## src/rtl/dmem_cell_port_if.sv

```systemverilog
// Bundle of core-side move handshake and DMEM RD/WD <-> RF/WF bus signals.
// master is the requester's view; slave is the core/memory environment's view.
interface dmem_cell_port_if #(
  parameter int AW = 15,
  parameter int DW = 8
);
  logic          mv_req;
  logic [AW-1:0] mv_ptr;
  logic [DW-1:0] cell_wdata;
  logic          cell_dirty;
  logic          mv_ack;
  logic [DW-1:0] cell_rdata;
  logic          busy;
  logic          err;
  logic [AW-1:0] DP;
  logic [DW-1:0] WDATA;
  logic          WD;
  logic          RD;
  logic          WF;
  logic          RF;
  logic [DW-1:0] RDATA;

  modport master (
    input  mv_req, mv_ptr, cell_wdata, cell_dirty, WF, RF, RDATA,
    output mv_ack, cell_rdata, busy, err, DP, WDATA, WD, RD
  );

  modport slave (
    output mv_req, mv_ptr, cell_wdata, cell_dirty, WF, RF, RDATA,
    input  mv_ack, cell_rdata, busy, err, DP, WDATA, WD, RD
  );
endinterface

```

## src/rtl/dmem_cell_port.sv

```systemverilog
// Core-side requester: on a pointer move, writes back a dirty cell, reads the
// cell at the new pointer and acknowledges the core, with a wait-state timeout.
module dmem_cell_port #(
  parameter int AW  = 15,
  parameter int DW  = 8,
  parameter int TMO = 64
) (
  input  logic             clk,
  input  logic             rst_n,
  dmem_cell_port_if.master bus
);

  typedef enum logic [2:0] {IDLE, WR_ARM, WR_WAIT, RD_ARM, RD_WAIT, ACK} state_t;

  localparam int            CW       = $clog2(TMO);
  // Firing one count early makes a stuck strobe stay high for TMO-1 cycles.
  localparam logic [CW-1:0] TMO_LAST = CW'(TMO - 2);

  state_t        state;
  logic [AW-1:0] cur_ptr;
  logic [AW-1:0] new_ptr;
  logic [DW-1:0] wbuf;
  logic [CW-1:0] tmo_cnt;
  logic          waiting;
  logic          advance;
  logic          tmo_hit;

  always_comb begin
    waiting = 1'b1;
    advance = 1'b0;
    case (state)
      WR_ARM:  advance = !bus.WF;
      WR_WAIT: advance = bus.WF;
      RD_ARM:  advance = !bus.RF && !bus.WF;
      RD_WAIT: advance = bus.RF;
      default: waiting = 1'b0;
    endcase
    tmo_hit = waiting && !advance && (tmo_cnt == TMO_LAST);
  end

  assign bus.WDATA = wbuf;

  always_ff @(posedge clk) begin
    if (state == IDLE && bus.mv_req) new_ptr <= bus.mv_ptr;
  end

  always_ff @(posedge clk or negedge rst_n) begin
    if (!rst_n) begin
      state          <= IDLE;
      cur_ptr        <= '0;
      wbuf           <= '0;
      tmo_cnt        <= '0;
      bus.mv_ack     <= 1'b0;
      bus.cell_rdata <= '0;
      bus.busy       <= 1'b0;
      bus.err        <= 1'b0;
      bus.DP         <= '0;
      bus.WD         <= 1'b0;
      bus.RD         <= 1'b0;
    end else begin
      bus.mv_ack <= 1'b0;
      if (tmo_hit) begin
        // Abandon the access but keep the core's pointer view consistent.
        state          <= ACK;
        tmo_cnt        <= '0;
        bus.err        <= 1'b1;
        bus.WD         <= 1'b0;
        bus.RD         <= 1'b0;
        bus.cell_rdata <= '0;
        cur_ptr        <= new_ptr;
        bus.DP         <= new_ptr;
        bus.mv_ack     <= 1'b1;
      end else begin
        if (waiting && !advance) tmo_cnt <= tmo_cnt + 1'b1;
        case (state)
          IDLE: begin
            if (bus.mv_req) begin
              wbuf     <= bus.cell_wdata;
              tmo_cnt  <= '0;
              bus.busy <= 1'b1;
              if (bus.cell_dirty) begin
                state <= WR_ARM;
              end else if (bus.mv_ptr != cur_ptr) begin
                state <= RD_ARM;
              end else begin
                state          <= ACK;
                bus.cell_rdata <= bus.cell_wdata;
                bus.mv_ack     <= 1'b1;
              end
            end
          end
          WR_ARM: begin
            if (advance) begin
              state   <= WR_WAIT;
              tmo_cnt <= '0;
              bus.WD  <= 1'b1;
              bus.DP  <= cur_ptr;
            end
          end
          WR_WAIT: begin
            if (advance) begin
              tmo_cnt <= '0;
              bus.WD  <= 1'b0;
              if (new_ptr == cur_ptr) begin
                state          <= ACK;
                bus.cell_rdata <= wbuf;
                bus.mv_ack     <= 1'b1;
              end else begin
                state <= RD_ARM;
              end
            end
          end
          RD_ARM: begin
            if (advance) begin
              state   <= RD_WAIT;
              tmo_cnt <= '0;
              bus.RD  <= 1'b1;
              bus.DP  <= new_ptr;
            end
          end
          RD_WAIT: begin
            if (advance) begin
              state          <= ACK;
              tmo_cnt        <= '0;
              bus.RD         <= 1'b0;
              bus.cell_rdata <= bus.RDATA;
              cur_ptr        <= new_ptr;
              bus.DP         <= new_ptr;
              bus.mv_ack     <= 1'b1;
            end
          end
          ACK: begin
            state    <= IDLE;
            tmo_cnt  <= '0;
            bus.busy <= 1'b0;
            bus.DP   <= cur_ptr;
          end
          default: state <= IDLE;
        endcase
      end
    end
  end

endmodule
```

## src/flat_wrapper.sv

```systemverilog
// flat-port wrapper written by rule: the top's interface ports become plain ports
module dmem_cell_port_flat 
#(
  parameter int AW  = 15,
  parameter int DW  = 8,
  parameter int TMO = 64
)
  (clk, rst_n, bus_mv_req, bus_mv_ptr, bus_cell_wdata, bus_cell_dirty, bus_WF, bus_RF, bus_RDATA, bus_mv_ack, bus_cell_rdata, bus_busy, bus_err, bus_DP, bus_WDATA, bus_WD, bus_RD);
  dmem_cell_port_if #(.AW(AW), .DW(DW)) bus_i ();
  input  logic clk;
  input  logic rst_n;
  input wire logic [$bits(bus_i.mv_req)-1:0] bus_mv_req;
  input wire logic [$bits(bus_i.mv_ptr)-1:0] bus_mv_ptr;
  input wire logic [$bits(bus_i.cell_wdata)-1:0] bus_cell_wdata;
  input wire logic [$bits(bus_i.cell_dirty)-1:0] bus_cell_dirty;
  input wire logic [$bits(bus_i.WF)-1:0] bus_WF;
  input wire logic [$bits(bus_i.RF)-1:0] bus_RF;
  input wire logic [$bits(bus_i.RDATA)-1:0] bus_RDATA;
  output wire logic [$bits(bus_i.mv_ack)-1:0] bus_mv_ack;
  output wire logic [$bits(bus_i.cell_rdata)-1:0] bus_cell_rdata;
  output wire logic [$bits(bus_i.busy)-1:0] bus_busy;
  output wire logic [$bits(bus_i.err)-1:0] bus_err;
  output wire logic [$bits(bus_i.DP)-1:0] bus_DP;
  output wire logic [$bits(bus_i.WDATA)-1:0] bus_WDATA;
  output wire logic [$bits(bus_i.WD)-1:0] bus_WD;
  output wire logic [$bits(bus_i.RD)-1:0] bus_RD;
  assign bus_i.mv_req = bus_mv_req;
  assign bus_i.mv_ptr = bus_mv_ptr;
  assign bus_i.cell_wdata = bus_cell_wdata;
  assign bus_i.cell_dirty = bus_cell_dirty;
  assign bus_i.WF = bus_WF;
  assign bus_i.RF = bus_RF;
  assign bus_i.RDATA = bus_RDATA;
  assign bus_mv_ack = bus_i.mv_ack;
  assign bus_cell_rdata = bus_i.cell_rdata;
  assign bus_busy = bus_i.busy;
  assign bus_err = bus_i.err;
  assign bus_DP = bus_i.DP;
  assign bus_WDATA = bus_i.WDATA;
  assign bus_WD = bus_i.WD;
  assign bus_RD = bus_i.RD;
  dmem_cell_port #(.AW(AW), .DW(DW), .TMO(TMO)) u_core (.clk(clk), .rst_n(rst_n), .bus(bus_i));
endmodule
```

## config.mk

```make
export PLATFORM = sky130hd
export DESIGN_NAME = dmem_cell_port_flat
export DESIGN_NICKNAME = d
export VERILOG_FILES = /design/src/rtl/dmem_cell_port_if.sv /design/src/rtl/dmem_cell_port.sv /design/src/flat_wrapper.sv
export SDC_FILE = /design/constraint.sdc
export NUM_CORES = 1
export LEC_CHECK = 0
export ABC_AREA = 1
export BUFFER_PORTS_ARGS = -buffer_cell sky130_fd_sc_hd__buf_2
export CORE_UTILIZATION = 30
export DETAILED_ROUTE_END_ITERATION = 10
export PLACE_DENSITY = 0.49
export SKIP_CTS_REPAIR_TIMING = 1
export SYNTH_ARGS = -nofsm -noshare
export SYNTH_HDL_FRONTEND = slang
export SYNTH_SLANG_ARGS = --single-unit
```

## constraint.sdc

```tcl
create_clock -name clk -period 4.03 [get_ports clk]
set_input_delay 0.806 -clock clk [delete_from_list [all_inputs] [get_ports clk]]
set_output_delay 0.806 -clock clk [all_outputs]
set_load 0.05 [all_outputs]
```

Word level (Yosys, flattened, before mapping)
Cells that the tools add are included.
{"block": "word_totals", "ram_bits": 0, "romBits": 0, "memories": 0, "ff_bits": 75, "latchBits": 0, "inputBits": 37, "elab_cells": 104}
{"block": "classes", "addsub": 1, "mux": 47, "magnitude_cmp": 0, "shift": 0, "div_mod_pow": 0, "bitwise": 1, "mul": 0, "reduce_logical": 25, "eq_ne": 18}
{"op": "$mux 15", "n": 5}
{"op": "$mux 8", "n": 7}
{"op": "$pmux 15 s3", "n": 1}
{"op": "$mux 3", "n": 9}
{"op": "$mux 6", "n": 4}
{"op": "$pmux 8 s3", "n": 1}
{"op": "$ne 3x1->1 const B", "n": 6}
{"op": "$pmux 6 s3", "n": 1}
{"op": "$eq 15x15->1", "n": 1}
{"op": "$ne 15x15->1", "n": 1}
{"op": "$pmux 3 s5", "n": 1}
{"op": "$reduce_and 3->1", "n": 5}
{"op": "$mux 1", "n": 13}
{"op": "$ne 3x2->1 const B", "n": 3}
{"op": "$reduce_bool 4->1", "n": 2}
{"op": "$reduce_and 7->1", "n": 1}
{"op": "$add 6x1->6 const B", "n": 1}
{"op": "$eq 3x2->1 const B", "n": 2}
{"op": "$eq 3x3->1 const B", "n": 2}
{"op": "$eq 6x6->1 const B", "n": 1}
{"op": "$pmux 1 s2", "n": 3}
{"op": "$reduce_bool 2->1", "n": 3}
{"op": "$reduce_bool 3->1", "n": 2}
{"op": "$reduce_and 5->1", "n": 1}
{"op": "11 further kinds", "n": 16}

Depth between registers and ports, before layout
Gate-level depths: netlist of run 1.
{"block": "logic_depth", "word_depth": 9, "mapped_depth": 14}

Least setup slack after synthesis of run 1
No wires, ideal clock.
{"block": "synth_timing", "path_type": "input-to-reg", "startpoint": "in bus_mv_req", "endpoint": "reg u_core.new_ptr[0], enable pin", "path_buffers": 1, "setup_slack_ns": 1.997, "stages": 3, "required_ns": 3.645, "t_arrival_ns": 1.648, "path_cell_list": "inv_1 -> nor2_1 -> clkbuf_1"}
{"block": "synth_via", "elab_chain_len": 1}
{"element": "start, declared", "line": "flat_wrapper.sv:12", "source": "input wire logic [$bits(bus_i.mv_req)-1:0] bus_mv_req;"}
{"element": "$logic_and 1x1->1", "line": "dmem_cell_port.sv:44", "source": "if (state == IDLE && bus.mv_req) new_ptr <= bus.mv_ptr;"}
{"element": "end signal, assigned", "line": "dmem_cell_port.sv:44"}
{"element": "end, declared", "line": "dmem_cell_port.sv:21", "source": "logic [AW-1:0] new_ptr;"}
Every way passes these cells.
A chain may end at the register's enable or synchronous reset.

Worst setup path after layout of run 1
{"block": "layout_timing", "startpoint": "reg u_core.state[1]", "endpoint": "reg u_core.bus.DP[9]"}
{"block": "layout_via", "elab_chain_len": 7}
{"element": "start, declared", "line": "dmem_cell_port.sv:19", "source": "state_t state;"}
{"element": "start signal, assigned", "line": "dmem_cell_port.sv:49", "source": "state <= IDLE;"}
{"element": "start signal, assigned", "line": "dmem_cell_port.sv:64", "source": "state <= ACK;"}
{"element": "start signal, assigned", "line": "dmem_cell_port.sv:82", "source": "state <= WR_ARM;"}
{"element": "$eq 3x3->1, or another cell as far along", "line": "dmem_cell_port.sv:31, dmem_cell_port.sv:75"}
{"element": "$pmux 1 s4 or $reduce_or 4->1 (tied branches)"}
{"element": "$logic_not 1->1 or $mux 1 (tied branches)", "line": "dmem_cell_port.sv:38, dmem_cell_port.sv:31"}
{"element": "$logic_and 1x1->1 (2 in a row)", "line": "dmem_cell_port.sv:38", "source": "tmo_hit = waiting && !advance && (tmo_cnt == TMO_LAST);"}
{"element": "$ne 3x1->1 (no source line) or $reduce_bool 4->1 (tied branches)"}
{"element": "$reduce_and 3->1 (no source line)"}
{"element": "end signal, assigned", "line": "dmem_cell_port.sv:71", "source": "bus.DP <= new_ptr;"}
{"element": "end signal, assigned", "line": "dmem_cell_port.sv:97", "source": "bus.DP <= cur_ptr;"}
{"element": "end signal, assigned", "line": "dmem_cell_port.sv:118", "source": "bus.DP <= new_ptr;"}
{"element": "end, declared", "line": "dmem_cell_port_if.sv:25", "source": "output mv_ack, cell_rdata, busy, err, DP, WDATA, WD, RD"}
Several ways; a longest one is shown, not always the timed one.

==> impl_metrics.json, run 1 <==
{
  "status": "complete, no violations",
  "vias_in_the_first_global_route": 3204,
  "most_common_cell_in_the_netlist": "nand2_1",
  "ys.flop_type": "dfrtp_1",
  "gr_usage_total": 0.1580,
  "final_layout_size_suffix_gt1_frac": 0.1804,
  "vias": 3398,
  "timing.critical_path.arrival_ps": 3150,
  "ys_seq_area_frac": 0.4986,
  "post_drt_wl_per_cell_um": 12.66,
  "netSwitchingPower_mw": 2.134,
  "synth_top_cell_area_share": 0.3835,
  "netlist_area_sq_mm": 0.003915,
  "peakVddDrop_uv": 343.8,
  "crit_required_ps": 4260,
  "drv_cap": 0,
  "flow.area_growth_from_synthesis_pct": 21.80,
  "final-max-slew-violation-count": 0,
  "numPlacedInstances": 749,
  "design.portCount": 73,
  "fin_skew_ps": 8.795,
  "grt_antenna_before_repair": 1,
  "pin_count_of_the_biggest_net_entering_global_routing": 61,
  "timing.critical_path.to_type": "flip-flop",
  "design_power_total_mw": 4.361,
  "drt_iter0_drc": 189,
  "total_leakage_power_nw": 2.467,
  "yosys_register_bits": 75,
  "wire_length_of_the_first_global_routing_pass_mm": 16.04,
  "deepest_clock_path_buffer_count": 2,
  "worst-slew-pin-transition_ps": 894.2,
  "global_route.overflow_total": 0,
  "yosys.cell_types.count": 30,
  "finalSetupTns_ps": 0,
  "detail_route.wirelength_mm": 9.685,
  "initial_core_util": 0.3090,
  "critical_path.startpoint_type": "flip-flop",
  "share_comb_of_total_power": 0.497,
  "numClockSinks": 75,
  "crit_path_max_fanout": 31,
  "tritoncts": "done",
  "cells_after_synthesis": 514,
  "tritoncts.num_buffers": 9,
  "power_frac_clock": 0.199,
  "synthDominantAreaCellType": "dfrtp_1",
  "grt_setup_unrepaired": "false",
  "hold_path_class": "flip-flop to flip-flop",
  "route.detailed.drc": 0,
  "power_per_cell_area_mw_per_mm2": 914.7,
  "syn-mean-instance-area_sq_um": 7.617,
  "critical_path_class": "flip-flop to flip-flop",
  "clk_pin_slew_worst_paths_ps": 60,
  "synth_warnings": 0,
  "fp.dieH_um": 116.2,
  "synth_fp_nets": 553,
  "placement_rows": 41,
  "power_switching_share": 0.4892,
  "firstDrtPassIters": 5,
  "intPower_mw": 2.228,
  "final_cells": 765,
  "weighted_congestion_at_the_end_of_routability_driven_global_placement": 0.7713,
  "final-hold-violation-count": 0,
  "cts_max_level": 3,
  "synth_commonest_cells": "225 x nand2_1, 60 x dfrtp_1, 53 x inv_1",
  "hpwl_mm": 6.785,
  "ys_async_sr_fraction": 0.8000,
  "fp.dieArea_sq_mm": 0.01351,
  "seq_power_share": 0.305,
  "number_of_synthesized_flops_with_an_enable_pin": 15,
  "max_slew_margin": 0.4025,
  "final_antenna_net_count": 0,
  "final_period_minus_worst_setup_slack_ps": 2920,
  "antenna-diode-count": 0,
  "clkLatencyLatePin_ps": 340,
  "ctsRootBufferMaster": "clkbuf_16",
  "die_w_um": 116.2,
  "core_sq_mm": 0.01267,
  "io_buffer_count": 72,
  "nFillCells": 1377,
  "routed_via_density": 4.442,
  "final_stage_net_count": 627,
  "max_freq_mhz": 342.5,
  "postLayoutCoreUtil": 0.3763,
  "cells_taking_the_most_area_after_synthesis": "dfrtp_1 38%, nand2_1 22%, edfxtp_1 12%",
  "final.period_utilization": 0.7245,
  "setup_viol_count_final": 0
}
-- final timing paths --
check | start | end | slack [ps] | cells past startpoint
max in group asynchronous | rst_n | u_core.cur_ptr[4] | 2840 | 2
hold / removal | u_core.bus.err | u_core.bus.err | 470 | 2
setup reg to reg | u_core.state[1] | u_core.bus.DP[9] | 1110 | 10
setup / recovery | u_core.state[1] | u_core.bus.DP[9] | 1110 | 10
hold reg to reg | u_core.bus.err | u_core.bus.err | 470 | 2
min in group asynchronous | rst_n | u_core.tmo_cnt[4] | 640 | 2
-- state kept, by name (all words and copies together), names as in the netlist --
name / count
u_core.bus.WDATA: 8
u_core.bus.cell_rdata: 8
u_core.tmo_cnt: 6
u_core.bus.mv_ack: 1
u_core.bus.busy: 1
u_core.cur_ptr: 15
u_core.bus.WD: 1
u_core.new_ptr: 15
u_core.bus.DP: 15
u_core.state: 3
u_core.bus.err: 1
u_core.bus.RD: 1
-- worst max-delay path: stages (launching register included) --
cell and delay (ps):
dfrtp_1 420, inv_2 90, nand2_1 80, nor2_2 450
nor2_4 80, nand3_1 150, nand3_2 380, nand2_1 830
o21ai_0 160, nand2_1 110, nand2_1 50
-- stage by stage --
stage               hold slack (ps)  area, sq um  setup WS, ps
floorplan                     500.2         3915          1997
global placement              458.9         4443          1058
detailed placement            460.3         4443          1028
CTS                           476.3         4768          1040
global route                  501.2         4768         651.3
finish                        468.7         4768          1110
-- cells by family (layout without fill, tap and decap cells) --
logic type	count (synthesis)	after routing	synth area share
AND/OR/NAND/NOR	308	308	0.3285
AO/OA/AOI/OAI	43	43	0.05721
buffers and inverters	71	150	0.07574
flip-flops	75	75	0.4986
XOR/XNOR	15	15	0.03356
adder cells (fa/ha/maj)	2	2	0.006391
-- power by group through the flow --
| stage | sequential (mW) | combinational [mW] | clock, mW |
|---|---|---|---|
| detailed placement | 1.34 | 2.20 | 0 |
| global placement | 1.34 | 2.18 | 0 |
| finish | 1.33 | 2.17 | 0.867 |
| CTS | 1.33 | 2.20 | 0.899 |
| global route | 1.37 | 2.43 | 0.930 |
| floorplan | 1.86 | 1.14 | 0 |
-- cells in the final DEF (no fill, tap or decap), types with 10 or more instances in the layout --
cell type,Yosys,final
clkbuf_16,0,10
edfxtp_1,15,15
nand2_1,225,225
nand4_1,13,13
nor2_1,30,29
dfrtp_1,60,60
buf_2,6,72
xor2_1,10,10
nand3_1,30,30
o21ai_0,37,37
inv_1,53,53
-- routing by layer --
metal,share of wire,vias to the layer above,wire length [um],global-route usage
met3,0.070,15,680,0.03996
met4,0.019,2,188,0.07863
met2,0.45,96,4334,0.2501
met5,0.0010,-,10,0
li1,-,1757,-,-
met1,0.46,1528,4472,0.2005
-- area by class of cell --
cell class	count	area, sq um	share of cell area
Inverter	59	224.0	0.04697
Clock inverter	3	43.79	0.009184
Sequential cell	75	1952	0.4093
Clock buffer	13	281.5	0.05904
Multi-Input combinational cell	368	1669	0.3500
Tap cell	172	215.2	0.04513
Timing Repair Buffer	75	382.9	0.08029
No activity file was read; power rests on OpenSTA's default activity.
==> run 2, diff against run 1 <==
--- a/config.mk
+++ b/config.mk
@@ -5,11 +5,11 @@
 export SDC_FILE = /design/constraint.sdc
 export NUM_CORES = 1
 export LEC_CHECK = 0
-export ABC_AREA = 1
+export ABC_AREA = 0
 export BUFFER_PORTS_ARGS = -buffer_cell sky130_fd_sc_hd__buf_2
 export CORE_UTILIZATION = 30
 export DETAILED_ROUTE_END_ITERATION = 10
-export PLACE_DENSITY = 0.49
+export PLACE_DENSITY = 0.5
 export SKIP_CTS_REPAIR_TIMING = 1
 export SYNTH_ARGS = -nofsm -noshare
 export SYNTH_HDL_FRONTEND = slang
==> constraint.sdc (replaced) <==
create_clock -name clk -period 2.8 [get_ports clk]
set_input_delay 0.56 -clock clk [delete_from_list [all_inputs] [get_ports clk]]
set_output_delay 0.56 -clock clk [all_outputs]
set_load 0.05 [all_outputs]
==> impl_metrics.json, run 2 <==
{
  "wire_length_of_the_first_global_routing_pass_mm": 14.82,
  "numClockSinks": 75,
  "tritoncts": "done",
  "drt_iter0_drc": 102,
  "detail_route.wirelength_mm": 9.087,
  "grt_setup_unrepaired": "false",
  "firstDrtPassIters": 4,
  "netlist_area_sq_mm": 0.003811,
  "number_of_synthesized_flops_with_an_enable_pin": 15,
  "die_w_um": 114.7,
  "final_cells": 567,
  "ys.flop_type": "dfrtp_1",
  "final_stage_net_count": 433,
  "max_freq_mhz": 413.1,
  "route.detailed.drc": 0,
  "hpwl_mm": 6.447,
  "pin_count_of_the_biggest_net_entering_global_routing": 39,
  "dp_worst_setup_slack_ps": 299.7,
  "ys_seq_area_frac": 0.5121,
  "core_sq_mm": 0.01221,
  "drv_cap": 0,
  "ys_async_sr_fraction": 0.8000,
  "cts_max_level": 3,
  "deepest_clock_path_buffer_count": 2,
  "design.portCount": 73,
  "worst_path_largest_cell_delay_ps": 670,
  "critical_path.slowest_cell": "o21ai_0",
  "synth_commonest_cells": "60 x dfrtp_1, 44 x mux2_2, 32 x xnor2_1",
  "postLayoutSetupSlackWorst_ps": 379.2,
  "synth_top_cell_area_share": 0.3940,
  "gr_usage_total": 0.1513,
  "vias_in_the_first_global_route": 2812,
  "final-max-slew-violation-count": 0,
  "final_antenna_net_count": 0,
  "global_route.overflow_total": 0,
  "final_period_minus_worst_setup_slack_ps": 2421,
  "place_area_sq_mm": 0.004410,
  "critical-path-top-delay-family": "compound AO/OA/AOI/OAI gates",
  "post_drt_wl_per_cell_um": 16.03,
  "yosys_register_bits": 75,
  "most_used_cells_in_the_layout_excluding_fill_and_tap_cells": "72 x buf_2, 60 x dfrtp_1, 44 x mux2_2",
  "flow.area_growth_from_synthesis_pct": 23.11,
  "placement_rows": 40,
  "critical_path_class": "flip-flop to flip-flop",
  "status": "complete, no violations",
  "max_slew_margin": 0.3384,
  "synth_fp_nets": 350,
  "worst-slew-pin-transition_ps": 992.3,
  "most_common_cell_in_the_netlist": "dfrtp_1",
  "fp.dieArea_sq_mm": 0.01316,
  "timing.critical_path.to_type": "flip-flop",
  "nFillCells": 1246,
  "synthDominantAreaCellType": "dfrtp_1",
  "cells_after_synthesis": 311,
  "peakVddDrop_uv": 510.9,
  "final.period_utilization": 0.8646,
  "timing.critical_path.arrival_ps": 2640,
  "footprint_of_the_flip_flops_and_latches_sq_mm": 0.001952,
  "total_leakage_power_nw": 2.052,
  "syn-mean-instance-area_sq_um": 12.25,
  "cells_taking_the_most_area_after_synthesis": "dfrtp_1 39%, mux2_2 13%, edfxtp_1 12%",
  "final-hold-violation-count": 0,
  "vias": 2731,
  "clk_pin_slew_worst_paths_ps": 60,
  "critical_path.startpoint_type": "flip-flop",
  "most_common_cell_after_layout_fill_and_taps_aside": "buf_2",
  "grt_antenna_before_repair": 0,
  "reg.largest.list": "u_core.bus.DP (15), u_core.cur_ptr (15), u_core.new_ptr (15)",
  "synth_warnings": 0,
  "post-route-cell-area_sq_mm": 0.004692,
  "io_buffer_count": 72,
  "crit_path_cell_trace": "buf_4 > a21oi_1 > nor3_1 > o21ai_0 > o21ai_2 > or2_2",
  "setup_viol_count_final": 0,
  "antenna-diode-count": 0,
  "numPlacedInstances": 551,
  "routed_via_density": 4.817,
  "ctsRootBufferMaster": "clkbuf_16",
  "clkLatencyLatePin_ps": 340,
  "critical_path_buf_inv_count": 1,
  "multiInputGateArea_sq_mm": 0.001737,
  "finalSetupTns_ps": 0,
  "yosys.cell_types.count": 48,
  "fin_skew_ps": 6.641,
  "final_layout_size_suffix_gt1_frac": 0.4035,
  "weighted_congestion_at_the_end_of_routability_driven_global_placement": 0.7952,
  "crit_path_max_fanout": 10,
  "hold_path_class": "primary input to asynchronous set/reset pin",
  "initial_core_util": 0.3121,
  "power_per_cell_area_mw_per_mm2": 1176,
  "crit_required_ps": 3020,
  "fp.dieH_um": 114.7,
  "tritoncts.num_buffers": 9
}
[run 2: cell count changes after synthesis, moves of 24 or more]
cell | before | now
nand2_1 | 225 | 7
mux2_2 | 0 | 44
inv_1 | 53 | 13
o21ai_0 | 37 | 8
xnor2_1 | 5 | 32
nand3_1 | 30 | 6
[run 2: per-layer routing]
| metal | part of all wire | up-vias | GRT usage |
|---|---|---|---|
| met5 | 0 | - | 0 |
| met4 | 0.022 | 0 | 0.08398 |
| met3 | 0.024 | 13 | 0.02118 |
| met2 | 0.48 | 47 | 0.2335 |
| met1 | 0.47 | 1355 | 0.2054 |
| li1 | - | 1316 | - |
[run 2: area by class of cell]
cell class / count / area share
flip-flops and latches: 75 / 0.4160
multi-input cells: 211 / 0.3701
repair buffers: 84 / 0.09867
clock buffers: 12 / 0.05467
well taps: 168 / 0.04480
inverters: 13 / 0.01040
clock inverters: 4 / 0.005333
[run 2: stage by stage]
step / total power [mW] / hold WS (ps) / utilization
final: 5.516 / 216.9 / 0.3842
after global placement: 4.444 / 452.9 / 0.3612
after CTS: 5.594 / 234.6 / 0.3842
after global routing: 5.834 / 257.3 / 0.3842
after floorplan: 3.812 / 264.4 / -
after detailed placement: 4.468 / 466.9 / 0.3612
[run 2: where the power goes]
part	leakage, nW	switching (mW)	internal [mW]
combinational	1.02	1.63	0.993
sequential	0.894	0.295	1.50
clock	0.135	0.451	0.645
[run 2: logic make-up (layout without fill, tap and decap cells)]
| group | count (synthesis) | in the layout | share of synthesized area |
|---|---|---|---|
| multiplexers | 55 | 55 | 0.1707 |
| flip-flops | 75 | 75 | 0.5121 |
| XOR/XNOR | 34 | 34 | 0.07814 |
| adder cells (fa/ha/maj) | 2 | 2 | 0.006565 |
| buffers and inverters | 25 | 113 | 0.03283 |
| AO/OA/AOI/OAI | 60 | 60 | 0.1175 |
| AND/OR/NAND/NOR | 60 | 60 | 0.08208 |
[run 2: path summary, 6_finish.rpt]
| path | from | endpoint | slack [ps] | depth (start not counted) |
|---|---|---|---|---|
| min reg2reg | u_core.bus.err | u_core.bus.err | 470 | 1 |
| max in group asynchronous | rst_n | u_core.tmo_cnt[3] | 1970 | 2 |
| max reg2reg | u_core.state[1] | u_core.bus.mv_ack | 380 | 6 |
| max | u_core.state[1] | u_core.bus.mv_ack | 380 | 6 |
| min | rst_n | u_core.bus.DP[10] | 220 | 1 |
| min in group clk | bus_mv_ptr[13] | u_core.new_ptr[13] | 420 | 1 |
